<file path="config.mk">
export PLATFORM = sky130hd
export DESIGN_NAME = mips_loader
export DESIGN_NICKNAME = d
export VERILOG_FILES = /design/src/rtl/mips_loader.sv
export SDC_FILE = /design/constraint.sdc
export NUM_CORES = 1
export LEC_CHECK = 0
export CORE_MARGIN = 2
export CORE_UTILIZATION = 40
export DETAILED_ROUTE_END_ITERATION = 16
export PLACE_DENSITY = 0.81
export SLEW_MARGIN = 20
export SYNTH_ARGS = -nofsm -noshare
export SYNTH_HDL_FRONTEND = slang
export SYNTH_SLANG_ARGS = --single-unit
export TNS_END_PERCENT = 20
</file>
<file path="constraint.sdc">
create_clock -name clk1 -period 2 [get_ports clk1]
set_input_delay 0.3 -clock clk1 [delete_from_list [all_inputs] [get_ports clk1]]
set_output_delay 0.3 -clock clk1 [all_outputs]
set_load 0.005 [all_outputs]
</file>
<file path="src/rtl/mips_loader.sv">
// Host-side loader for the pipelined MIPS32 core: streams a program into instruction
// memory, releases the core until HLT or timeout, then streams out the low registers.
module mips_loader #(
    parameter int ADDR_W    = 10,
    parameter int DUMP_REGS = 6,
    parameter int TIMEOUT   = 0
) (
    input  logic              clk1,
    input  logic              rst_n,
    input  logic              s_valid,
    output logic              s_ready,
    input  logic [31:0]       s_data,
    input  logic              s_last,
    output logic              mem_we,
    output logic [ADDR_W-1:0] mem_addr,
    output logic [31:0]       mem_wdata,
    output logic              core_run,
    input  logic              core_halted,
    output logic [4:0]        reg_raddr,
    input  logic [31:0]       reg_rdata,
    output logic              m_valid,
    input  logic              m_ready,
    output logic [31:0]       m_data,
    output logic [4:0]        m_idx,
    output logic              m_last,
    output logic              busy,
    output logic              done,
    output logic              err_ovf,
    output logic              err_tmo
);

    typedef enum logic [1:0] {
        LOAD,
        RUN,
        DUMP,
        DONE
    } state_t;

    localparam logic [5:0]  LAST_IDX  = 6'(DUMP_REGS - 1);
    localparam logic [5:0]  NUM_REGS  = 6'(DUMP_REGS);
    localparam logic [31:0] TMO_LIMIT = 32'(TIMEOUT);

    state_t            state;
    state_t            state_next;
    logic [ADDR_W-1:0] wptr;
    logic [5:0]        ridx;
    logic [31:0]       run_cnt;

    logic take_word;
    logic wptr_full;
    logic halt_seen;
    logic tmo_hit;
    logic dump_fire;
    logic last_fire;
    logic dump_load;

    always_comb begin
        s_ready   = (state == LOAD);
        take_word = s_valid && s_ready;
        wptr_full = (wptr == {ADDR_W{1'b1}});
        // run_cnt is 1 in the first RUN cycle, where HALTED may still be stale
        halt_seen = core_halted && (run_cnt > 32'd1);
        tmo_hit   = (TIMEOUT != 0) && (run_cnt == TMO_LIMIT);
        dump_fire = m_valid && m_ready;
        last_fire = dump_fire && m_last;
        dump_load = (state == DUMP) && (!m_valid || dump_fire) && (ridx < NUM_REGS);
        mem_we    = take_word;
        mem_addr  = wptr;
        mem_wdata = s_data;
        reg_raddr = ridx[4:0];
        busy      = ((state == LOAD) && (wptr != '0)) || (state == RUN) || (state == DUMP);
        done      = (state == DONE);
    end

    always_comb begin
        state_next = state;
        case (state)
            LOAD: begin
                if (take_word && (s_last || wptr_full)) begin
                    state_next = RUN;
                end
            end
            RUN: begin
                if (halt_seen || tmo_hit) begin
                    state_next = DUMP;
                end
            end
            DUMP: begin
                if (last_fire) begin
                    state_next = DONE;
                end
            end
            DONE: begin
                state_next = DONE;
            end
            default: begin
                state_next = LOAD;
            end
        endcase
    end

    always_ff @(posedge clk1) begin
        if (!rst_n) begin
            state <= LOAD;
        end else begin
            state <= state_next;
        end
    end

    always_ff @(posedge clk1) begin
        if (!rst_n) begin
            wptr     <= '0;
            run_cnt  <= '0;
            core_run <= 1'b0;
            err_ovf  <= 1'b0;
            err_tmo  <= 1'b0;
        end else begin
            // the pointer never wraps; a full memory without s_last ends the load
            if (take_word && !wptr_full) begin
                wptr <= wptr + 1'b1;
            end
            if (take_word && wptr_full && !s_last) begin
                err_ovf <= 1'b1;
            end
            if ((state == RUN) && tmo_hit && !halt_seen) begin
                err_tmo <= 1'b1;
            end
            core_run <= (state_next == RUN);
            if (state != RUN) begin
                run_cnt <= 32'd1;
            end else if (run_cnt != '1) begin
                run_cnt <= run_cnt + 32'd1;
            end
        end
    end

    // output register refills on an empty slot or on a handshake, so data holds while stalled
    always_ff @(posedge clk1) begin
        if (!rst_n) begin
            ridx    <= '0;
            m_valid <= 1'b0;
            m_data  <= '0;
            m_idx   <= '0;
            m_last  <= 1'b0;
        end else if (last_fire) begin
            m_valid <= 1'b0;
        end else if (dump_load) begin
            m_valid <= 1'b1;
            m_data  <= reg_rdata;
            m_idx   <= ridx[4:0];
            m_last  <= (ridx == LAST_IDX);
            ridx    <= ridx + 6'd1;
        end
    end

endmodule

</file>
### Word level (Yosys, flattened, before mapping)

Index checks and enable logic that the tools add are counted.

| operators by class | value |
|---|---|
| add/subtract/negate cells | 3 |
| order comparisons | 2 |
| equal/unequal tests | 8 |
| multiplexer cells | 6 |
| bitwise logic cells | 2 |
| reductions and logical operators | 24 |

Operators with widths:

| cell | number |
|---|---|
| $add A32 B1 Y32 const B | 1 |
| $gt A32 B1 Y1 const B | 1 |
| $ne A32 B32 Y1 const B | 1 |
| $logic_and A1 B1 Y1 | 11 |
| $add A10 B1 Y10 const B | 1 |
| $eq A10 B10 Y1 const B | 1 |
| $reduce_bool A10 Y1 | 1 |
| $pmux W2 S4 | 1 |
| $add A6 B1 Y6 const B | 1 |
| $eq A6 B3 Y1 const B | 1 |
| $lt A6 B3 Y1 const B | 1 |
| $mux W2 | 3 |
| $eq A2 B1 Y1 const B | 2 |
| $eq A2 B2 Y1 const B | 2 |
| $logic_or A1 B1 Y1 | 4 |
| $reduce_or A2 Y1 | 2 |
| $logic_not A1 Y1 | 3 |
| $logic_not A2 Y1 | 1 |
| $mux W1 | 2 |
| $ne A2 B1 Y1 const B | 1 |
| $not A1 Y1 | 2 |
| $reduce_and A2 Y1 | 1 |
| $reduce_bool A2 Y1 | 1 |

| word-level totals | value |
|---|---|
| flip-flop bits (word level) | 91 |
| input port bits | 70 |
| word-level logic and storage cells | 56 |

### Logic depth before layout (Yosys ltp)

| depth | value |
|---|---|
| word-level depth | 6 |
| mapped depth | 8 |
| mapped depth without buffers | 6 |

### Least setup slack after synthesis

No wires, ideal clock.

| path | value |
|---|---|
| path type | register to register |
| start | reg run_cnt[0] |
| end | reg run_cnt[9] |
| data arrival time | 1.940 ns |
| setup slack | -0.072 ns |
| cell stages (with the launch flop) | 9 |
| buffers on the path | 2 |
| period minus slack after synthesis | 2.072 ns |
| cells stage by stage | dfxtp_1 ha_1 nand4_2 or4_1 buf_4 o31ai_4 buf_6 or3_1 a21oi_2 |

| on the way | value |
|---|---|
| longest elaborated chain between the ends | 1 |
| elaborated cells on any way between the ends | 2 |
| classes of those cells | 1 x add/sub; 1 x eq/ne |

Ends and longest elaborated chain:

| what | line | RTL |
|---|---|---|
| start: declaration | 47 | `logic [31:0] run_cnt;` |
| start signal: assignment | 132 | `run_cnt <= run_cnt + 32'd1;` |
| $add A32 B1 Y32 or $ne A32 B32 Y1 (tied branches) | 132, 131 |  |

Several ways; a longest one is shown, not always the timed one.
A chain may end at the register's enable or synchronous reset.

### Final worst setup path

| path | value |
|---|---|
| start | reg run_cnt[25] |
| end | reg run_cnt[9] |

| on the way | value |
|---|---|
| longest elaborated chain between the ends | 1 |

Ends and longest elaborated chain:

| what | line | RTL |
|---|---|---|
| $ne A32 B32 Y1 | 131 | `end else if (run_cnt != '1) begin` |

No other way between the ends.

==> metrics.txt <==
# TYPE chip_impl_metric gauge
chip_impl_info{name="status",value="complete, no violations"} 1
chip_impl_metric{name="design.final.nets",unit=""} 688
chip_impl_metric{name="wirelength_per_cell",unit="um"} 14.4
chip_impl_metric{name="globalplace.congestion",unit=""} 0.852
chip_impl_metric{name="timing.final.max_slew_violations",unit=""} 0
chip_impl_metric{name="final_core_util",unit="%"} 53.7
chip_impl_metric{name="wl_met2",unit="mm"} 5.25
chip_impl_metric{name="die_area",unit="mm2"} 0.0118
chip_impl_metric{name="fmaxAchievable",unit="MHz"} 519
chip_impl_metric{name="pin_count_of_the_biggest_net_entering_global_routing",unit=""} 51
chip_impl_metric{name="drt-initial-drc-count",unit=""} 176
chip_impl_metric{name="initial_util",unit="%"} 40.8
chip_impl_metric{name="post_route_antenna_net_violation_count",unit=""} 0
chip_impl_info{name="kind_of_capture_point_of_the_worst_setup_path",value="flop"} 1
chip_impl_metric{name="wl_met3",unit="um"} 895
chip_impl_info{name="highest_layer",value="met4"} 1
chip_impl_metric{name="finalCriticalPeriod",unit="ps"} 1930
chip_impl_info{name="worst_hold_path.endpoint",value="m_data[6]"} 1
chip_impl_metric{name="detailedRoute.firstPassIterationCount",unit=""} 4
chip_impl_info{name="worstReg2RegEnd",value="run_cnt[9]"} 1
chip_impl_metric{name="seq_area_frac_synth",unit="%"} 41.6
chip_impl_metric{name="share_comb_of_total_power",unit="%"} 8.0
chip_impl_metric{name="synthesis.instances",unit=""} 519
chip_impl_metric{name="grt_pass1_wl",unit="mm"} 17.7
chip_impl_metric{name="swShare",unit="%"} 24.0
chip_impl_metric{name="row_count",unit=""} 38
chip_impl_metric{name="numClockSinks",unit=""} 91
chip_impl_metric{name="syn2layout_area_growth",unit="%"} 31.7
chip_impl_metric{name="share_seq_of_total_power",unit="%"} 53.7
chip_impl_metric{name="drive_gt1_share",unit="%"} 16.2
chip_impl_metric{name="finalWorstSetupSlack",unit="ps"} 73.9
chip_impl_info{name="yosys.cell_count.top_type",value="nand2_1"} 1
chip_impl_info{name="crit-reg2reg-launch",value="run_cnt[25]"} 1
chip_impl_info{name="unrepaired_setup_endpoints_after_global_routing",value="yes"} 1
chip_impl_metric{name="antenna_found_initial",unit=""} 0
chip_impl_metric{name="synthDominantCellAreaShare",unit="%"} 41.6
chip_impl_metric{name="synth.distinct_cells",unit=""} 51
chip_impl_metric{name="die_h",unit="um"} 109
chip_impl_info{name="holdCritPathClass",value="flop to flop"} 1
chip_impl_metric{name="clock_tree.buffer_depth",unit=""} 2
chip_impl_metric{name="grt_overflow",unit=""} 0
chip_impl_metric{name="max-slew-margin-rel",unit="%"} 66.0
chip_impl_info{name="startpoint_type",value="flop"} 1
chip_impl_metric{name="leakage",unit="nW"} 2.05
chip_impl_metric{name="grt_use_total",unit="%"} 18.5
chip_impl_metric{name="max_cap_viol_count",unit=""} 0
chip_impl_metric{name="arrival_time_at_the_worst_endpoint",unit="ps"} 2180
chip_impl_metric{name="critical_path_peak_fanout",unit=""} 11
chip_impl_metric{name="finalHoldWorstSlack",unit="ps"} 459
chip_impl_metric{name="vias_per_cell",unit=""} 5.26
chip_impl_info{name="ys_top_cells_by_count",value="nand2_1 (94), dfxtp_1 (91), a21oi_1 (45)"} 1
chip_impl_info{name="cts_tree",value="done"} 1
chip_impl_metric{name="avgSynthCellArea",unit="um2"} 8.44
chip_impl_metric{name="clk_pin_slew_worst_paths",unit="ps"} 90
chip_impl_metric{name="fp.coreArea",unit="mm2"} 0.0107
chip_impl_info{name="type_of_the_worst_setup_path",value="flop to flop"} 1
chip_impl_metric{name="clk_latency",unit="ps"} 370
chip_impl_metric{name="synth-seq-cells",unit=""} 91
chip_impl_metric{name="max-vdd-ir-drop",unit="mV"} 0.510
chip_impl_metric{name="dr_total_vias",unit=""} 3979
chip_impl_metric{name="powerDensity",unit="mW/mm2"} 597
chip_impl_metric{name="total_power",unit="mW"} 3.44
chip_impl_metric{name="wl",unit="mm"} 10.9
chip_impl_metric{name="finalCritPeriodShare",unit="%"} 96.3
chip_impl_metric{name="async_flop_share",unit="%"} 0
chip_impl_metric{name="finalClockSkew",unit="ps"} 17.1
chip_impl_metric{name="reg2reg_slack",unit="ps"} 70
chip_impl_metric{name="post-route-drc-count",unit=""} 0
chip_impl_metric{name="cell_count_of_the_worst_reg_to_reg_path",unit=""} 6
chip_impl_metric{name="hold-path-cell-count",unit=""} 2
chip_impl_info{name="yosys_most_used_dff",value="dfxtp_1"} 1
chip_impl_info{name="clock-root-buffer",value="clkbuf_8"} 1
chip_impl_info{name="worst_hold_launch",value="m_data[6]"} 1
chip_impl_metric{name="number_of_enable_flip_flop_cells_after_synthesis",unit=""} 0
chip_impl_info{name="netlist_top_cells_area",value="dfxtp_1 (42%), nand2_1 (8.1%), buf_4 (7.2%), a21oi_1 (5.1%), nor2_1 (3.3%)"} 1
chip_impl_metric{name="internal_power",unit="mW"} 2.62
chip_impl_metric{name="synth_nets",unit=""} 596
chip_impl_metric{name="finalSetupViolCount",unit=""} 0
chip_impl_metric{name="fillCellCount",unit=""} 992
chip_impl_metric{name="placement.io_buffers",unit=""} 97
chip_impl_metric{name="detailed_place_hpwl",unit="mm"} 7.84
chip_impl_metric{name="worst_margin_pin_slew",unit="ps"} 509
chip_impl_info{name="yosys.area.top_type",value="dfxtp_1"} 1
chip_impl_metric{name="antenna_cells",unit=""} 0
chip_impl_metric{name="numCtsBuffers",unit=""} 9
chip_impl_metric{name="fp.dieW",unit="um"} 109
chip_impl_metric{name="power_switching",unit="mW"} 0.826
chip_impl_metric{name="ys_warn_count",unit=""} 0
chip_impl_metric{name="finalHoldViolCount",unit=""} 0
chip_impl_metric{name="hold_buffers",unit=""} 0
chip_impl_metric{name="via_count_of_the_first_global_routing_pass",unit=""} 3906
chip_impl_metric{name="post-place-cells",unit=""} 738
chip_impl_metric{name="drt-met1-wl",unit="mm"} 4.52
chip_impl_metric{name="share_clk_of_total_power",unit="%"} 38.3
chip_impl_metric{name="stdcell_count",unit=""} 756
chip_impl_metric{name="pre_cts_slack",unit="ps"} 7.53
chip_impl_metric{name="critPathRequiredTime",unit="ps"} 2250
chip_impl_metric{name="floorplan.io_pins",unit=""} 163
chip_impl_metric{name="h-tree-depth",unit=""} 3
chip_impl_metric{name="syn_area",unit="mm2"} 0.00438
power by group through the flow:
| stage | combinational [mW] | sequential [mW] | clock, mW |
|---|---|---|---|
| 6_report | 0.277 | 1.85 | 1.32 |
| 5_1_grt | 0.301 | 1.85 | 1.42 |
| 4_1_cts | 0.276 | 1.85 | 1.35 |
| 3_5_place_dp | 0.275 | 1.89 | 0 |
| 3_3_place_gp | 0.267 | 1.89 | 0 |
| 2_1_floorplan | 0.157 | 1.89 | 0 |
stage by stage:
| stage | area [um2] | TNS (ps) |
|---|---|---|
| 2_1_floorplan | 4390 | 0 |
| 5_1_grt | 5770 | -33.1 |
| 4_1_cts | 5720 | 0 |
| 6_report | 5770 | 0 |
| 3_5_place_dp | 5490 | 0 |
| 3_3_place_gp | 5490 | 0 |
critical path, cell delays in order, from the launching register on:
cell and delay [ps]:
dfxtp_1 430, nand4_1 230, or3_1 520, o31ai_4 290, buf_12 170, or3_1 120, a21oi_2 50
layout make-up:
type                            count  area [um2]  share of cell area [%]
Sequential cell                    91        1830                    31.8
Tap cell                          140         175                    3.04
Timing Repair Buffer              146        1360                    23.6
Clock buffer                       10         138                    2.39
Multi-Input combinational cell    354        2160                    37.4
Clock inverter                      6        71.3                    1.24
Inverter                            9        33.8                   0.586
cells by family (layout without fill, tap and decap cells):
logic type               count (synthesis)  count (layout)  share of synthesized area, %
buffers and inverters                   74             171                          10.3
AND/OR/NAND/NOR                        229             229                          26.0
AO/OA/AOI/OAI                           90              90                          14.3
adder cells (fa/ha/maj)                  7               7                          2.00
multiplexers                             3               3                         0.686
flip-flops                              91              91                          41.6
other                                    1               1                        0.0856
XOR/XNOR                                24              24                          4.97
repair_timing:
item	CTS	global route
pin swaps	3	3
gates resized for setup	9	9
buffers inserted	1	1
endpoints found under the setup margin	1	62
worst max path at each step:
stage	start	slack, ps	endpoint
floorplan	run_cnt[0]	20	run_cnt[0]
global placement	run_cnt[13]	70	state[0]
detailed placement	m_ready	8	m_data[14]
CTS	ridx[5]	30	m_data[9]
global route	run_cnt[1]	-20	run_cnt[31]
finish	run_cnt[25]	70	run_cnt[9]
placed cells by master (no fill, tap or decap), types with 3 or more instances in the layout:
cell type,count
nor4_1,6
a41o_1,3
o21a_1,4
clkbuf_8,10
ha_1,6
xnor2_1,13
a21oi_2,4
nand2_1,94
nor3_1,7
nor4_2,7
inv_1,8
a21oi_1,45
clkdlybuf4s50_1,96
or3_1,9
and4_1,6
buf_4,47
a31oi_1,8
and3_1,7
nand4_1,17
mux2i_1,3
o31ai_1,4
nor2_1,39
o21ai_2,4
or4_1,5
nand3_1,13
and2_1,7
dfxtp_2,5
xor2_1,10
dfxtp_1,85
state kept, by name (all words and copies together), names as in the netlist:
register	flops
m_last	1
err_ovf	1
m_valid	1
state	2
mem_addr	10
m_data	32
run_cnt	32
ridx	6
core_run	1
m_idx	5
routing by layer:
metal / global-route usage (%) / up-vias
li1: - / 1953
met1: 21.3 / 1875
met2: 30.6 / 116
met3: 7.05 / 35
met4: 8.33 / 0
met5: 0 / -
(Power assumes the default switching activity.)
